## src/rtl/bf_pkg.sv

```systemverilog
// -----------------------------------------------------------------------------
// bf_pkg
// Shared definitions for the brainfuck core:
//   - op_t      : data-path op codes issued by the sequencer
//   - CH_*      : ASCII program bytes recognised by the decoder
//   - state_t   : sequencer FSM states
//   - decode_op : maps a program byte to a data-path op (valid=0 for non-ops)
// -----------------------------------------------------------------------------
package bf_pkg;

    typedef enum logic [2:0] {
        OP_RIGHT = 3'd0,
        OP_LEFT  = 3'd1,
        OP_INC   = 3'd2,
        OP_DEC   = 3'd3,
        OP_OUT   = 3'd4,
        OP_IN    = 3'd5
    } op_t;

    localparam logic [7:0] CH_INC        = 8'h2B; // '+'
    localparam logic [7:0] CH_DEC        = 8'h2D; // '-'
    localparam logic [7:0] CH_LEFT       = 8'h3C; // '<'
    localparam logic [7:0] CH_RIGHT      = 8'h3E; // '>'
    localparam logic [7:0] CH_OUT        = 8'h2E; // '.'
    localparam logic [7:0] CH_IN         = 8'h2C; // ','
    localparam logic [7:0] CH_LOOP_OPEN  = 8'h5B; // '['
    localparam logic [7:0] CH_LOOP_CLOSE = 8'h5D; // ']'
    localparam logic [7:0] CH_END        = 8'h00; // program terminator

    typedef enum logic [3:0] {
        ST_IDLE,
        ST_FETCH,
        ST_DECODE,
        ST_ISSUE,
        ST_SCAN_FWD_FETCH,
        ST_SCAN_FWD_CHECK,
        ST_SCAN_BWD_FETCH,
        ST_SCAN_BWD_CHECK,
        ST_HALT
    } state_t;

    typedef struct packed {
        logic valid;
        op_t  op;
    } op_decode_t;

    function automatic op_decode_t decode_op(input logic [7:0] ch);
        op_decode_t d;
        d.valid = 1'b1;
        d.op    = OP_RIGHT;
        case (ch)
            CH_RIGHT: d.op = OP_RIGHT;
            CH_LEFT:  d.op = OP_LEFT;
            CH_INC:   d.op = OP_INC;
            CH_DEC:   d.op = OP_DEC;
            CH_OUT:   d.op = OP_OUT;
            CH_IN:    d.op = OP_IN;
            default:  d.valid = 1'b0;
        endcase
        return d;
    endfunction

endpackage

```

## src/rtl/bf_loop_stack.sv

```systemverilog
// -----------------------------------------------------------------------------
// bf_loop_stack
// Small LIFO of loop-start addresses for the sequencer.
// Ports:
//   clk, reset  : clock, synchronous active-high reset (empties the stack)
//   clear       : synchronous empty request (program restart)
//   push        : write push_data on top (ignored when full)
//   pop         : drop the top entry (ignored when empty)
//   push_data   : address to push
//   top         : current top entry (combinational, meaningful when !empty)
//   full, empty : occupancy flags
// -----------------------------------------------------------------------------
module bf_loop_stack #(
    parameter int DEPTH = 8,
    parameter int W     = 4
) (
    input  logic         clk,
    input  logic         reset,
    input  logic         clear,
    input  logic         push,
    input  logic         pop,
    input  logic [W-1:0] push_data,
    output logic [W-1:0] top,
    output logic         full,
    output logic         empty
);

    localparam int CW = $clog2(DEPTH + 1);

    logic [CW-1:0] count_reg;
    logic [W-1:0]  entry_reg [DEPTH];

    assign full  = (count_reg == CW'(DEPTH));
    assign empty = (count_reg == '0);

    always_ff @(posedge clk) begin
        if (reset || clear) begin
            count_reg <= '0;
        end else if (push && !full) begin
            count_reg <= count_reg + CW'(1);
        end else if (pop && !empty) begin
            count_reg <= count_reg - CW'(1);
        end
    end

    // Entry storage carries no reset: occupancy is tracked by count_reg only.
    always_ff @(posedge clk) begin
        for (int i = 0; i < DEPTH; i++) begin
            if (push && !full && count_reg == CW'(i)) begin
                entry_reg[i] <= push_data;
            end
        end
    end

    // Top of stack is the entry just below the fill level.
    always_comb begin
        top = '0;
        for (int i = 0; i < DEPTH; i++) begin
            if (count_reg == CW'(i + 1)) begin
                top = entry_reg[i];
            end
        end
    end

endmodule

```

## src/rtl/bf_seq_ctrl.sv

```systemverilog
// -----------------------------------------------------------------------------
// bf_seq_ctrl
// Instruction sequencer for the brainfuck core. Owns the program counter,
// fetches bytes from a synchronous program ROM (1-cycle latency), resolves
// '[' / ']' control flow and issues data-path ops over valid/ready.
//
// Build option: define BF_LOOP_STACK_EN to resolve taken ']' through a loop
// stack (bf_loop_stack) instead of a backward scan.
//
// Ports:
//   clk, reset  : clock, synchronous active-high reset
//   start       : pulse; (re)starts execution at address 0 from IDLE or HALT
//   rom_addr    : program ROM address (= pc)
//   rom_data    : program byte, valid the cycle after rom_addr
//   cell_zero   : current data cell is zero (sampled in DECODE only)
//   op_valid/op : data-path op request and code, held until op_ready
//   op_ready    : data path accepts the op
//   busy        : not IDLE and not HALT
//   halted      : in HALT
//   error       : sticky bracket / stack / scan-bound error
// -----------------------------------------------------------------------------
module bf_seq_ctrl
    import bf_pkg::*;
#(
    parameter int ADDR_W      = 4,
    parameter int STACK_DEPTH = 8,
    parameter int NEST_W      = 8
) (
    input  logic              clk,
    input  logic              reset,
    input  logic              start,
    output logic [ADDR_W-1:0] rom_addr,
    input  logic [7:0]        rom_data,
    input  logic              cell_zero,
    output logic              op_valid,
    output logic [2:0]        op,
    input  logic              op_ready,
    output logic              busy,
    output logic              halted,
    output logic              error
);

    localparam logic [ADDR_W-1:0] PC_MAX    = '1;
    localparam logic [NEST_W-1:0] DEPTH_MAX = '1;
    localparam logic [NEST_W-1:0] DEPTH_ONE = NEST_W'(1);

    state_t            state_reg, state_next;
    logic [ADDR_W-1:0] pc_reg, pc_next;
    logic [NEST_W-1:0] depth_reg, depth_next;
    op_t               op_reg, op_next;
    logic              error_reg, error_next;

    op_decode_t        dec;
    logic [ADDR_W-1:0] pc_inc;
    logic [ADDR_W-1:0] pc_dec;
    logic              at_end;
    logic              at_start;

    assign dec      = decode_op(rom_data);
    assign pc_inc   = pc_reg + ADDR_W'(1);
    assign pc_dec   = pc_reg - ADDR_W'(1);
    assign at_end   = (pc_reg == PC_MAX);
    assign at_start = (pc_reg == '0);

`ifdef BF_LOOP_STACK_EN
    logic              stack_clear;
    logic              stack_push;
    logic              stack_pop;
    logic [ADDR_W-1:0] stack_top;
    logic              stack_full;
    logic              stack_empty;

    bf_loop_stack #(
        .DEPTH(STACK_DEPTH),
        .W    (ADDR_W)
    ) u_loop_stack (
        .clk      (clk),
        .reset    (reset),
        .clear    (stack_clear),
        .push     (stack_push),
        .pop      (stack_pop),
        .push_data(pc_reg),
        .top      (stack_top),
        .full     (stack_full),
        .empty    (stack_empty)
    );
`else
    localparam int unused_stack_depth = STACK_DEPTH;
`endif

    always_ff @(posedge clk) begin
        if (reset) begin
            state_reg <= ST_IDLE;
            pc_reg    <= '0;
            depth_reg <= '0;
            op_reg    <= OP_RIGHT;
            error_reg <= 1'b0;
        end else begin
            state_reg <= state_next;
            pc_reg    <= pc_next;
            depth_reg <= depth_next;
            op_reg    <= op_next;
            error_reg <= error_next;
        end
    end

    always_comb begin
        state_next = state_reg;
        pc_next    = pc_reg;
        depth_next = depth_reg;
        op_next    = op_reg;
        error_next = error_reg;
`ifdef BF_LOOP_STACK_EN
        stack_clear = 1'b0;
        stack_push  = 1'b0;
        stack_pop   = 1'b0;
`endif
        case (state_reg)
            ST_IDLE, ST_HALT: begin
                if (start) begin
                    state_next = ST_FETCH;
                    pc_next    = '0;
                    error_next = 1'b0;
`ifdef BF_LOOP_STACK_EN
                    stack_clear = 1'b1;
`endif
                end
            end

            ST_FETCH: state_next = ST_DECODE;

            ST_DECODE: begin
                if (dec.valid) begin
                    op_next    = dec.op;
                    state_next = ST_ISSUE;
                end else if (rom_data == CH_LOOP_OPEN) begin
                    if (cell_zero) begin
                        // Skip the loop body: scan forward for the matching ']'.
                        depth_next = DEPTH_ONE;
                        if (at_end) begin
                            error_next = 1'b1;
                            state_next = ST_HALT;
                        end else begin
                            pc_next    = pc_inc;
                            state_next = ST_SCAN_FWD_FETCH;
                        end
                    end else begin
`ifdef BF_LOOP_STACK_EN
                        if (stack_full) begin
                            error_next = 1'b1;
                            state_next = ST_HALT;
                        end else begin
                            stack_push = 1'b1;
                            if (at_end) begin
                                state_next = ST_HALT;
                            end else begin
                                pc_next    = pc_inc;
                                state_next = ST_FETCH;
                            end
                        end
`else
                        if (at_end) begin
                            state_next = ST_HALT;
                        end else begin
                            pc_next    = pc_inc;
                            state_next = ST_FETCH;
                        end
`endif
                    end
                end else if (rom_data == CH_LOOP_CLOSE) begin
                    if (!cell_zero) begin
`ifdef BF_LOOP_STACK_EN
                        // Loop again: the '[' entry stays on the stack.
                        if (stack_empty) begin
                            error_next = 1'b1;
                            state_next = ST_HALT;
                        end else begin
                            pc_next    = stack_top + ADDR_W'(1);
                            state_next = ST_FETCH;
                        end
`else
                        depth_next = DEPTH_ONE;
                        if (at_start) begin
                            error_next = 1'b1;
                            state_next = ST_HALT;
                        end else begin
                            pc_next    = pc_dec;
                            state_next = ST_SCAN_BWD_FETCH;
                        end
`endif
                    end else begin
`ifdef BF_LOOP_STACK_EN
                        if (stack_empty) begin
                            error_next = 1'b1;
                            state_next = ST_HALT;
                        end else begin
                            stack_pop = 1'b1;
                            if (at_end) begin
                                state_next = ST_HALT;
                            end else begin
                                pc_next    = pc_inc;
                                state_next = ST_FETCH;
                            end
                        end
`else
                        if (at_end) begin
                            state_next = ST_HALT;
                        end else begin
                            pc_next    = pc_inc;
                            state_next = ST_FETCH;
                        end
`endif
                    end
                end else if (rom_data == CH_END) begin
                    state_next = ST_HALT;
                end else begin
                    // Comment byte.
                    if (at_end) begin
                        state_next = ST_HALT;
                    end else begin
                        pc_next    = pc_inc;
                        state_next = ST_FETCH;
                    end
                end
            end

            ST_ISSUE: begin
                if (op_ready) begin
                    if (at_end) begin
                        state_next = ST_HALT;
                    end else begin
                        pc_next    = pc_inc;
                        state_next = ST_FETCH;
                    end
                end
            end

            ST_SCAN_FWD_FETCH: state_next = ST_SCAN_FWD_CHECK;

            ST_SCAN_FWD_CHECK: begin
                if (rom_data == CH_LOOP_OPEN && depth_reg == DEPTH_MAX) begin
                    error_next = 1'b1;
                    state_next = ST_HALT;
                end else if (rom_data == CH_LOOP_CLOSE && depth_reg == DEPTH_ONE) begin
                    // Matching ']' found: resume just after it.
                    depth_next = '0;
                    if (at_end) begin
                        state_next = ST_HALT;
                    end else begin
                        pc_next    = pc_inc;
                        state_next = ST_FETCH;
                    end
                end else begin
                    if (rom_data == CH_LOOP_OPEN) begin
                        depth_next = depth_reg + DEPTH_ONE;
                    end else if (rom_data == CH_LOOP_CLOSE) begin
                        depth_next = depth_reg - DEPTH_ONE;
                    end
                    if (at_end) begin
                        error_next = 1'b1;
                        state_next = ST_HALT;
                    end else begin
                        pc_next    = pc_inc;
                        state_next = ST_SCAN_FWD_FETCH;
                    end
                end
            end

            ST_SCAN_BWD_FETCH: state_next = ST_SCAN_BWD_CHECK;

            ST_SCAN_BWD_CHECK: begin
                if (rom_data == CH_LOOP_CLOSE && depth_reg == DEPTH_MAX) begin
                    error_next = 1'b1;
                    state_next = ST_HALT;
                end else if (rom_data == CH_LOOP_OPEN && depth_reg == DEPTH_ONE) begin
                    // Matching '[' found: re-enter the body just after it.
                    depth_next = '0;
                    if (at_end) begin
                        state_next = ST_HALT;
                    end else begin
                        pc_next    = pc_inc;
                        state_next = ST_FETCH;
                    end
                end else begin
                    if (rom_data == CH_LOOP_CLOSE) begin
                        depth_next = depth_reg + DEPTH_ONE;
                    end else if (rom_data == CH_LOOP_OPEN) begin
                        depth_next = depth_reg - DEPTH_ONE;
                    end
                    if (at_start) begin
                        error_next = 1'b1;
                        state_next = ST_HALT;
                    end else begin
                        pc_next    = pc_dec;
                        state_next = ST_SCAN_BWD_FETCH;
                    end
                end
            end

            default: state_next = ST_IDLE;
        endcase
    end

    assign rom_addr = pc_reg;
    assign op_valid = (state_reg == ST_ISSUE);
    assign op       = op_reg;
    assign busy     = (state_reg != ST_IDLE) && (state_reg != ST_HALT);
    assign halted   = (state_reg == ST_HALT);
    assign error    = error_reg;

endmodule
```

## config.mk

```make
export PLATFORM = sky130hd
export DESIGN_NAME = bf_seq_ctrl
export DESIGN_NICKNAME = d
export VERILOG_FILES = /design/src/rtl/bf_pkg.sv /design/src/rtl/bf_loop_stack.sv /design/src/rtl/bf_seq_ctrl.sv
export SDC_FILE = /design/constraint.sdc
export NUM_CORES = 1
export LEC_CHECK = 0
export CAP_MARGIN = 40
export CORE_ASPECT_RATIO = 0.5
export CORE_MARGIN = 2
export CORE_UTILIZATION = 50
export CTS_BUF_LIST = sky130_fd_sc_hd__clkbuf_4 sky130_fd_sc_hd__clkbuf_8
export DETAILED_ROUTE_END_ITERATION = 10
export PLACE_DENSITY_LB_ADDON = 0.1
export RECOVER_POWER = 50
export REMOVE_ABC_BUFFERS = 1
export SLEW_MARGIN = 20
export SYNTH_ARGS = -nofsm -noshare
export SYNTH_HDL_FRONTEND = slang
export SYNTH_SLANG_ARGS = --single-unit
```

## constraint.sdc

```tcl
create_clock -name clk -period 2.55 [get_ports clk]
set_clock_uncertainty 0.2 [all_clocks]
set_input_delay 0.3825 -clock clk [delete_from_list [all_inputs] [get_ports clk]]
set_output_delay 0.3825 -clock clk [all_outputs]
set_load 0.005 [all_outputs]
```

==> flow_metrics.py <==
metrics = {
    "synth": {
        "ys_seq_area_share_pct": 18.9,
        "synth_top_area_share_pct": 18.9,
        "yosys.area.top_type": "dfxtp_1",
        "ys_top_cells_by_area": "dfxtp_1 19%, nor2_1 5.9%, a21oi_1 5.0%",
        "avgSynthCellArea_sq_um": 7.03,
        "ys_warn_count": 0,
        "synth_edf_count": 0,
        "synth-seq-cells": 20,
        "async_flop_share_pct": 0,
        "syn_inst": 301,
        "synthFlopType": "dfxtp_1",
        "synthesis.area_sq_mm": 0.00212,
        "yosys.cell_types.count": 61,
    },
    "timing": {
        "hold_slack_ns": 0.252,
        "worst_pin_slew_ns": 0.506,
        "setup_viol": 0,
        "slew_viol_final": 0,
        "fmax_mhz": 405,
        "min_period_ns": 2.47,
        "slew_headroom_pct": 65.9,
        "grt_setup_unrepaired": "false",
        "fin_crit_sh_pct": 96.9,
        "finalHoldViolCount": 0,
    },
    "global_route": {
        "grt_use_met1_pct": 34.6,
        "grt_busiest_layer": "met2",
        "grt_max_degree": 13,
        "grt_pass1_wl_um": 10500,
        "antenna_found_initial": 0,
        "gr-usage-met3_pct": 6.57,
        "grtUsageTotal_pct": 27.9,
        "met2_usage_pct": 49.8,
        "overflow": 0,
        "first_global_vias": 2329,
    },
    "place": {
        "dp_hpwl_um": 5190,
        "portBuffers": 23,
        "place.gp.congestion": 0.960,
    },
    "power_and_ir_drop": {
        "p_per_area_mw_per_mm2": 291,
        "ir_drop_uv": 204,
        "p_leak_nw": 1.12,
    },
    "setup_path": {
        "rr_worst_depth": 9,
        "r2r-end": "state_reg[0]$_SDFFE_PP0P_",
        "setup.worst_path.end_class": "flip-flop",
        "cpMaxStageDelayCell": "or4b_2",
        "path_delay_family": "simple AND/OR/NAND/NOR gates",
        "cp_slowest_stage_delay_ns": 0.68,
        "cp_max_fo": 6,
        "worst_ep_arrival_time_ns": 2.47,
        "critPathBufInv": 2,
        "reg2reg_slack_ns": 0.17,
        "cp.required_ns": 2.55,
        "worstPathCellList": "clkdlybuf4s50_1 -> nand4bb_2 -> buf_4 -> or4b_2 -> o21ai_0 -> o21ai_0 -> a21oi_1",
        "critPathLaunchType": "input pin",
        "critPathMostFrequentCell": "o21ai_0",
        "r2r_start": "depth_reg[1]$_SDFFE_PP0P_",
        "worst-setup-path-type": "in2reg",
    },
    "worst_hold_path": {
        "min-delay-start": "op[1]$_SDFFE_PP0P_",
        "hp-class": "reg2reg",
        "hold_path_depth": 2,
        "min_to": "op[1]$_SDFFE_PP0P_",
    },
    "detailed_routing": {
        "routed-via-count": 2576,
        "wl_per_cell_um": 15.6,
        "detail-route-antenna-nets": 0,
        "drt_iter0_markers": 118,
        "wl_um": 6570,
        "vias_per_cell": 6.13,
        "drt_first_pass_iters": 5,
        "drc": 0,
    },
    "flow_run": {
        "max-cap-violations": 0,
    },
    "layout": {
        "antenna_cells": 0,
        "largest_reg_flops": 8,
        "layout-drive-gt1-share_pct": 24.9,
        "fin_nets": 385,
        "fin_util_pct": 72.2,
        "area_growth_pct": 35.9,
        "fillCellCount": 315,
    },
    "clocking": {
        "clkTransAtPathRegs_ns": 0.09,
        "htree_levels": 1,
        "tritoncts": "built",
        "root_buffer": "clkbuf_8",
        "cts_num_sinks": 20,
        "cts_made_buffers": 3,
        "clock_path_buffers": 2,
        "clkLatencyLatePin_ns": 0.27,
    },
    "floorplanning": {
        "die_x_um": 96.0,
        "core-area_sq_mm": 0.00398,
        "start_util_pct": 53.1,
        "fp-row-count": 16,
        "die_h_um": 50.0,
        "die_area_sq_mm": 0.00480,
        "pin_count": 24,
    },
    "status": {
        "run_status": "complete, no violations",
    },
}
[synthesized netlist by cell type (6+ instances only)]
cell type,n
dfxtp_1,20
clkbuf_1,15
o21ai_0,20
nor2_1,33
nor3_1,18
and2_1,6
inv_1,11
a21oi_1,21
nand2_1,27
nand3_1,13
buf_2,6
a211oi_1,8
[final cells by class]
type | instances | area (sq um) | share of cell area (%)
Multi-Input combinational cell | 248 | 1630 | 56.6
Timing Repair Buffer | 83 | 683 | 23.7
Sequential cell | 20 | 403 | 14.0
Tap cell | 54 | 67.6 | 2.35
Clock buffer | 4 | 55.1 | 1.91
Inverter | 11 | 41.3 | 1.43
[report_power, final]
part / internal (mW) / total, mW / leakage, nW / switching, mW
Combinational: 0.116 / 0.243 / 0.929 / 0.127
Clock: 0.138 / 0.262 / 0.0288 / 0.124
Sequential: 0.320 / 0.334 / 0.162 / 0.0142
[cell families after synthesis]
kind of cell,after synthesis,synth area share [%]
compound gates,87,28.3
xor+xnor,7,2.90
fa+ha+maj,5,2.96
buf+inv,33,6.56
flops,20,18.9
mux,4,2.01
simple gates,145,38.4
[layer usage]
layer | vias up | routed length, um
li1 | 1255 | -
met1 | 1194 | 2850
met2 | 119 | 3120
met3 | 8 | 536
met4 | 0 | 62
met5 | - | 0
[cell usage in the layout, fill, tap and decap left out, types with 3 or more instances in the layout]
cell	netlist	final
ha_1	5	5
xnor2_1	3	3
a211oi_1	8	8
dfxtp_1	20	18
buf_4	0	59
nor2b_1	3	3
dlygate4sd3_1	0	8
o21ai_0	20	19
nor3b_1	5	4
and2_1	6	5
nor4_1	3	3
o32ai_1	3	3
o21a_1	3	3
nor2_1	33	33
nor3_1	18	17
nand3b_1	3	3
clkbuf_8	0	4
or2_2	3	3
xor2_1	4	4
a21oi_1	21	21
and3_1	5	5
clkdlybuf4s50_1	0	14
nand2_1	27	27
nand3_1	13	13
nand4_1	4	4
inv_1	11	11
nand4b_1	4	4
[tightest hold or removal path, stage by stage (launching register included)]
cell     delay [ns]
dfxtp_1        0.31
nand2_1        0.05
a21oi_1        0.05
[how the worst max path moves through the flow]
| stage | from | end | slack (ns) | depth (start not counted) |
|---|---|---|---|---|
| floorplan | rom_data[7] | rom_addr[1]$_SDFFE_PP0P_ | 0.02 | 6 |
| global placement | rom_data[2] | rom_addr[1]$_SDFFE_PP0P_ | -0.24 | 7 |
| detailed placement | rom_data[2] | rom_addr[1]$_SDFFE_PP0P_ | -0.28 | 7 |
| CTS | rom_data[2] | rom_addr[1]$_SDFFE_PP0P_ | 0.001 | 7 |
| global route | rom_data[4] | depth_reg[3]$_SDFFE_PP0P_ | 0.001 | 8 |
| finish | rom_data[5] | state_reg[0]$_SDFFE_PP0P_ | 0.08 | 7 |
[stage by stage]
stage / worst slack (ns) / area [sq um] / cells / setup TNS, ns / power (mW)
3_5_place_dp: -0.284 / 2770 / 416 / -2.06 / 0.572
2_1_floorplan: 0.0172 / 2020 / 279 / 0 / 0.454
3_3_place_gp: -0.235 / 2770 / 416 / -1.60 / 0.569
4_1_cts: 0.00123 / 2820 / 420 / 0 / 0.828
6_report: 0.0780 / 2880 / 420 / 0 / 0.839
5_1_grt: 0.00147 / 2880 / 420 / 0 / 0.876
[timing repair]
item	in CTS	in global routing
buffers inserted	0	0
hold buffers	0	0
setup endpoints to repair	0	13
hold endpoints to repair	0	0
gates resized for setup	0	15
Power figures use the tool's default switching activity.
